**config.mk**
```make
export PLATFORM = sky130hd
export DESIGN_NAME = seq_detector_param
export DESIGN_NICKNAME = d
export VERILOG_FILES = /design/src/rtl/seq_detector_param.sv
export SDC_FILE = /design/constraint.sdc
export NUM_CORES = 1
export LEC_CHECK = 0
export ABC_AREA = 1
export ABC_CLOCK_PERIOD_IN_PS = 4400
export BUFFER_PORTS_ARGS = -buffer_cell sky130_fd_sc_hd__buf_2
export CAP_MARGIN = 5
export CELL_PAD_IN_SITES_DETAIL_PLACEMENT = 1
export CELL_PAD_IN_SITES_GLOBAL_PLACEMENT = 2
export CORE_MARGIN = 1.5
export CORE_UTILIZATION = 39
export CTS_BUF_LIST = sky130_fd_sc_hd__clkbuf_8
export DETAILED_ROUTE_END_ITERATION = 12
export PLACE_DENSITY_LB_ADDON = 0.1
export SYNTH_ARGS = -nofsm -noshare
export SYNTH_HDL_FRONTEND = slang
export SYNTH_SLANG_ARGS = --single-unit
```
**constraint.sdc**
```tcl
create_clock -name clk -period 4.4 [get_ports clk]
set_input_delay 0.88 -clock clk [delete_from_list [all_inputs] [get_ports clk]]
set_output_delay 0.88 -clock clk [all_outputs]
set_load 0.03 [all_outputs]
```
**src/rtl/seq_detector_param.sv**
```systemverilog
// rtl/seq_detector_param.sv - parametrised Mealy digit-sequence detector
//
// Purpose: watches a stream of DIGIT_W-bit digits and pulses
// sequence_detected in the same cycle as the last digit of a programmed
// SEQ_LEN-digit pattern. The pattern can be rewritten while idle.
// Overlapping or non-overlapping detection is selectable, and a saturating
// counter records the matches seen since the last start.
//
// Optional macro: SEQ_DETECT_MASK_EN adds pat_mask_we and a per-position
// wildcard mask.
//
// Ports:
//   clk               rising-edge clock
//   asyn_n_rst        asynchronous active-low reset
//   start             enter/restart RUN; clears history, fill and count
//   stop              return to IDLE (wins over start)
//   overlap           1 = overlapping matches allowed
//   digit_valid       digit_in valid this cycle
//   digit_in          incoming digit
//   pat_we            pattern write strobe (IDLE only)
//   pat_addr          pattern digit index
//   pat_data          pattern digit value
//   pat_mask_we       (mask build only) redirect write to wildcard mask bit
//   sequence_detected combinational match pulse
//   match_count       saturating match count since start
//   busy              registered, 1 while in RUN
`timescale 1ns/1ps

module seq_detector_param #(
  parameter int DIGIT_W = 4,
  parameter int SEQ_LEN = 8,
  parameter logic [SEQ_LEN*DIGIT_W-1:0] DEFAULT_PATTERN = 32'h8244_4300,
  parameter int CNT_W = 8
) (
  input  logic                       clk,
  input  logic                       asyn_n_rst,
  input  logic                       start,
  input  logic                       stop,
  input  logic                       overlap,
  input  logic                       digit_valid,
  input  logic [DIGIT_W-1:0]         digit_in,
  input  logic                       pat_we,
  input  logic [$clog2(SEQ_LEN)-1:0] pat_addr,
  input  logic [DIGIT_W-1:0]         pat_data,
`ifdef SEQ_DETECT_MASK_EN
  input  logic                       pat_mask_we,
`endif
  output logic                       sequence_detected,
  output logic [CNT_W-1:0]           match_count,
  output logic                       busy
);

  localparam int HW = (SEQ_LEN-1)*DIGIT_W;
  localparam int FW = $clog2(SEQ_LEN);
  localparam logic [FW-1:0] FILL_MAX = FW'(SEQ_LEN-1);

  typedef enum logic {IDLE, RUN} state_t;

  state_t                      state;
  logic [HW-1:0]               hist;     // newest digit in the low bits
  logic [FW-1:0]               fill;
  logic [SEQ_LEN*DIGIT_W-1:0]  pattern;
  logic [SEQ_LEN-1:0]          mask;

  logic                        accept;
  logic                        hist_ok;
  logic                        last_ok;
  logic                        match;
  logic                        addr_ok;
  logic [HW+DIGIT_W-1:0]       shifted;

`ifndef SEQ_DETECT_MASK_EN
  assign mask = '0;
`endif

  assign accept  = (state == RUN) && digit_valid && !start && !stop;
  assign addr_ok = (32'(pat_addr) < SEQ_LEN);
  assign shifted = {hist, digit_in};

  // History oldest digit sits at the top, so history position i lines up
  // with pattern digit i.
  always_comb begin
    hist_ok = 1'b1;
    for (int i = 0; i < SEQ_LEN-1; i++) begin
      if (!mask[i] &&
          hist[(SEQ_LEN-2-i)*DIGIT_W +: DIGIT_W] != pattern[(SEQ_LEN-1-i)*DIGIT_W +: DIGIT_W])
        hist_ok = 1'b0;
    end
    last_ok = mask[SEQ_LEN-1] || (digit_in == pattern[DIGIT_W-1:0]);
    match   = accept && (fill == FILL_MAX) && hist_ok && last_ok;
  end

  assign sequence_detected = match;

  always_ff @(posedge clk or negedge asyn_n_rst) begin
    if (!asyn_n_rst) begin
      state       <= IDLE;
      busy        <= 1'b0;
      hist        <= '0;
      fill        <= '0;
      match_count <= '0;
      pattern     <= DEFAULT_PATTERN;
`ifdef SEQ_DETECT_MASK_EN
      mask        <= '0;
`endif
    end else begin
      case (state)
        IDLE: begin
          if (start && !stop) begin
            state       <= RUN;
            busy        <= 1'b1;
            hist        <= '0;
            fill        <= '0;
            match_count <= '0;
          end else if (pat_we && addr_ok) begin
`ifdef SEQ_DETECT_MASK_EN
            if (pat_mask_we)
              mask[pat_addr] <= pat_data[0];
            else
              pattern[(SEQ_LEN-1-int'(pat_addr))*DIGIT_W +: DIGIT_W] <= pat_data;
`else
            pattern[(SEQ_LEN-1-int'(pat_addr))*DIGIT_W +: DIGIT_W] <= pat_data;
`endif
          end
        end
        RUN: begin
          if (stop) begin
            state <= IDLE;
            busy  <= 1'b0;
          end else if (start) begin
            hist        <= '0;
            fill        <= '0;
            match_count <= '0;
          end else if (accept) begin
            hist <= shifted[HW-1:0];
            // Non-overlapping mode needs a full fresh sequence after a hit.
            if (match && !overlap)
              fill <= '0;
            else if (fill != FILL_MAX)
              fill <= fill + 1'b1;
            if (match && match_count != {CNT_W{1'b1}})
              match_count <= match_count + 1'b1;
          end
        end
        default: begin
          state <= IDLE;
          busy  <= 1'b0;
        end
      endcase
    end
  end

endmodule
```
==> impl_metrics.ini, run 1 <==
[final_layout]
design_area_mm2 = 0.00457
layout_common_cells = nand2_1, inv_1, dfrtp_1
final_common_cell = nand2_1
fillerInstances = 1369
final-seq-area_mm2 = 0.00184
area_delta_synth_final_pct = 11.2
multi_input_area_mm2 = 0.00188
antenna_cells = 0
drive_gt1_share_pct = 11.1
final_nets = 635

[routing]
drc = 0
dr.first_iter.drc_count = 182
dr_total_vias = 3765
wl_um = 12700
ant_nets = 0
viasPerCell = 5.02
wl_per_cell_um = 17.0
dr.pass1.iters = 4

[yosys]
syn_area_per_cell_um2 = 7.08
synthArstFlopShare_pct = 100
synth_fp_nets = 606
synth_seq_cells = 73
synth_edf_count = 0
synthDistinctLibCells = 29
synthesis.area_mm2 = 0.00411
synth.yosys.warnings = 0
seq_area_frac_synth_pct = 44.7
synth_cells = 580
synth_flop_cell = dfrtp_1

[cts]
cts_hold_buf = 0
cts-root-buf = clkbuf_8
cts_buffer_depth = 2
post_cts_resized = 0
cts.htree.levels = 3
postCtsSetupBuffers = 0
cts_tree = built
clock_sinks = 73
numCtsBuffers = 9
clkTransAtPathRegs_ps = 80
clk_latency_ps = 360

[sta]
finalCritPeriodShare_pct = 69.4
tns_ps = 0
final_max_slew_viol_count = 0
worst_pin_slew_ps = 966
hold_viol_final = 0
setup_viol = 0
relSlewSlack_pct = 35.6
period_minus_slack_ps = 3050
timing.fmax_mhz = 328
skew_ps = 8.06
rsz0062_at_grt = no

[die]
boundaryPins = 28
design.die.area_mm2 = 0.0112
start_util_pct = 40.0
core_area_mm2 = 0.0103
die_w_um = 106
die_h_um = 106
rows = 37

[setup_path]
crit_slowest_cell = nor4_1
worstReg2RegStart = state
cp.arrival_ps = 2170
slowest_delay_ps = 350
required_ps = 3520
cp-start-kind = input port
startpoint = digit_in[1]
cp_max_fo = 3
criticalPathCategory = in2out
crit_chain = buf_2, inv_1, nand2_1, nand2_1, nor3b_1, nand3b_1, nor4_1, buf_2
end_kind = output port

[global_routing]
grt_pass1_vias = 3988
gr-total-overflow = 0
antenna_found_initial = 0
grt_max_degree = 74
grt_usage_pct = 25.0
grt_pass1_wl_um = 21100

[placed_design]
hpwl_um = 9830
io_buffers = 27
place.gp.congestion = 0.888
placed_cell_area_mm2 = 0.00439

[status]
status = finished, final reports clean

[power_and_ir_drop]
max-vdd-ir-drop_mv = 0.162
leakage_nw = 2.24
power.total_w = 0.00188
powerDensity_mw_per_mm2 = 411

[worst_hold_path]
min_from = match_count[3]
worst_hold_path_type = reg2reg

[run]
drv_cap = 0
-- registers in the layout, indices dropped and copies added, names as in the netlist --
name,flops
fill,3
state,1
busy,1
match_count,8
hist,28
pattern,32
-- Yosys cell counts, types with 5 or more instances --
cell / number / share of area, %
ha_1: 8 / 2.4
nor3_1: 8 / 0.98
nand4_1: 14 / 2.1
inv_2: 10 / 0.91
inv_1: 83 / 7.6
dfrtp_1: 66 / 40
clkbuf_1: 5 / 0.46
nand3_1: 59 / 7.2
nand2_1: 172 / 16
a21oi_1: 6 / 0.73
nor2_1: 55 / 5.0
dfstp_2: 7 / 4.5
o21ai_0: 59 / 7.2
-- critical path, delay by kind of cell --
| family | cells | cell delay, ps |
|---|---|---|
| buffers and inverters | 3 | 400 |
| and+or+nand+nor | 5 | 880 |
-- stage by stage --
stage               std cells  setup slack, ps  util (%)  hold WS, ps
floorplan                 580             1250         -          446
global placement          734             1440      42.7          463
detailed placement        734             1390      42.7          489
CTS                       750             1380      44.4          509
global route              750             1160      44.4          546
finish                    750             1350      44.4          504
-- power breakdown --
part | switching, W | internal [W] | total [W]
combinational | 0.000376 | 0.000161 | 0.000537
sequential | 0.0000757 | 0.000783 | 0.000859
clock | 0.000254 | 0.000229 | 0.000483
total | 0.000706 | 0.00117 | 0.00188
-- area by class of cell --
cell class                 count  area share [%]
multi-input combinational    401            41.1
sequential                    73            40.2
inverter                      95            7.81
tap                          136            3.73
timing repair buffer          29            3.34
clock buffer                  11            3.32
clock inverter                 5           0.493
-- layer usage --
layer | vias to the layer above | part of all wire [%] | GRT usage, %
met5 | - | 0 | 0
met3 | 15 | 2.6 | 3.96
met1 | 1806 | 49 | 34.2
li1 | 1891 | - | -
met2 | 53 | 46 | 40.2
met4 | 0 | 2.2 | 8.69
-- worst paths after layout --
path,to,slack (ps),depth (start not counted)
max,sequence_detected,1350,8
min in group asynchronous,hist[27],660,1
max in group asynchronous,fill[0],3110,1
min,match_count[3],500,2
max reg2reg,fill[2],2260,6
min reg2reg,match_count[3],500,2
-- kinds of logic after synthesis --
| kind of cell | count (synthesis) | synth area share, % |
|---|---|---|
| compound gates | 70 | 8.65 |
| xor+xnor | 3 | 0.640 |
| fa+ha+maj | 8 | 2.44 |
| buf+inv | 106 | 9.84 |
| flops | 73 | 44.7 |
| mux | 1 | 0.274 |
| simple gates | 319 | 33.5 |
No activity file was read; power rests on OpenSTA's default activity.
==> run 2, diff against run 1 <==
ABC_CLOCK_PERIOD_IN_PS = 3100   (was 4400)
CORE_UTILIZATION = 36   (was 39)
clock period = 3.1 ns   (was 4.4 ns; I/O delays follow)
==> run 2 against run 1 <==
  * Critical path depth fell by 1
  * Largest power group unchanged
  * Wire length rose by 1.6%
  * Die area is 8.1% higher
==> impl_metrics.ini, run 2 (synthesis results as in run 1) <==
[die]
rows = 38
start_util_pct = 37.4
die_h_um = 110
boundaryPins = 28
die_w_um = 110
design.die.area_mm2 = 0.0121
core_area_mm2 = 0.0110

[setup_path]
crit_top_cell = ha_1
cp.arrival_ps = 2090
crit_chain = ha_1, ha_1, inv_1, nor3_1, nand3_1, nor4_1, buf_2
crit_slowest_cell = dfrtp_1
end_kind = output port
required_ps = 2480
reg2regPathDepth = 12
slowest_delay_ps = 380
cp-start-kind = flip-flop
cp_max_fo = 3
criticalPathCategory = reg2out

[routing]
wl_um = 12900
viasPerCell = 5.02
dr_total_vias = 3797
ant_nets = 0
drc = 0
dr.first_iter.drc_count = 158
wl_per_cell_um = 17.1
dr.pass1.iters = 5

[power_and_ir_drop]
powerDensity_mw_per_mm2 = 638
max-vdd-ir-drop_mv = 0.305
leakage_nw = 2.29
power.total_w = 0.00299

[placed_design]
placed_cell_area_mm2 = 0.00442
io_buffers = 27
place.gp.congestion = 0.857
hpwl_um = 10000
place_ws_ps = 471

[cts]
post_cts_resized = 0
clock_sinks = 73
cts_hold_buf = 0
cts_tree = built
cts-root-buf = clkbuf_8
clk_latency_ps = 370
numCtsBuffers = 9
postCtsSetupBuffers = 0
clkTransAtPathRegs_ps = 80
cts.htree.levels = 3
cts_buffer_depth = 2

[final_layout]
largest_register_ff_count = 32
reg.largest.list = pattern x32, hist x28, match_count x8
final_nets = 638
drive_gt1_share_pct = 11.8
antenna_cells = 0
design_area_mm2 = 0.00469
area_delta_synth_final_pct = 14.1
layout_common_cells = nand2_1, inv_1, dfrtp_1
largest-register = pattern
fin_util_pct = 42.7
final_common_cell = nand2_1

[run]
drv_cap = 0

[status]
status = finished, final reports clean

[worst_hold_path]
worst_hold_path_type = in2async

[global_routing]
grt_usage_pct = 23.5
gr-total-overflow = 0
antenna_found_initial = 0
grt_max_degree = 74
grt_pass1_vias = 3872
grt_pass1_wl_um = 20600

[sta]
hold_viol_final = 0
skew_ps = 6.95
rsz0062_at_grt = no
tns_ps = 0
final_max_slew_viol_count = 0
timing.fmax_mhz = 369
period_minus_slack_ps = 2710
worst_pin_slew_ps = 958
relSlewSlack_pct = 36.1
finalCritPeriodShare_pct = 87.5
setup_viol = 0
fin_ws_ps = 387
run 2: cell count changes in the layout (fill, tap and decap cells not counted), sizes merged:
cell,before,now
bufinv,0,4
inv,95,93
buf,29,32
clkbuf,11,9
run 2: worst max-delay path: cells and delay by family (launching register included):
kind | cells | cell delay, ps
buffers and inverters | 2 | 350
DFF | 1 | 380
and+or+nand+nor | 3 | 660
adders and majority gates | 2 | 340
run 2: final timing paths:
| kind | to | startpoint | slack, ps |
|---|---|---|---|
| max | sequence_detected | fill[0] | 390 |
| min | hist[21] | asyn_n_rst | 390 |
| max reg2reg | match_count[0] | state | 1010 |
| min reg2reg | fill[1] | fill[1] | 490 |
| max in group asynchronous | hist[20] | asyn_n_rst | 2090 |
| min in group clk | state | stop | 460 |
run 2: metrics by stage:
stage | std cells | hold slack, ps
2_1_floorplan | 580 | 324
5_1_grt | 757 | 449
3_5_place_dp | 741 | 477
3_3_place_gp | 741 | 463
4_1_cts | 757 | 434
6_report | 757 | 394
run 2: cell type report:
class | count | area [µm²]
fill | 1403 | 6300
multi-input combinational | 401 | 1880
sequential | 73 | 1840
inverter | 95 | 357
timing repair buffer | 32 | 175
tap | 140 | 175
clock inverter | 7 | 143
clock buffer | 9 | 124
run 2: routing by layer:
layer	GRT usage, %	routed length [µm]	up-vias
met5	0	0	-
met4	8.07	267	0
met3	4.03	375	15
met2	38.2	6040	57
met1	31.5	6240	1825
li1	-	-	1900
run 2: power breakdown:
| group | switching (W) | internal [W] |
|---|---|---|
| Sequential | 0.000101 | 0.00111 |
| Clock | 0.000403 | 0.000617 |
| Combinational | 0.000527 | 0.000231 |
| Total | 0.00103 | 0.00196 |
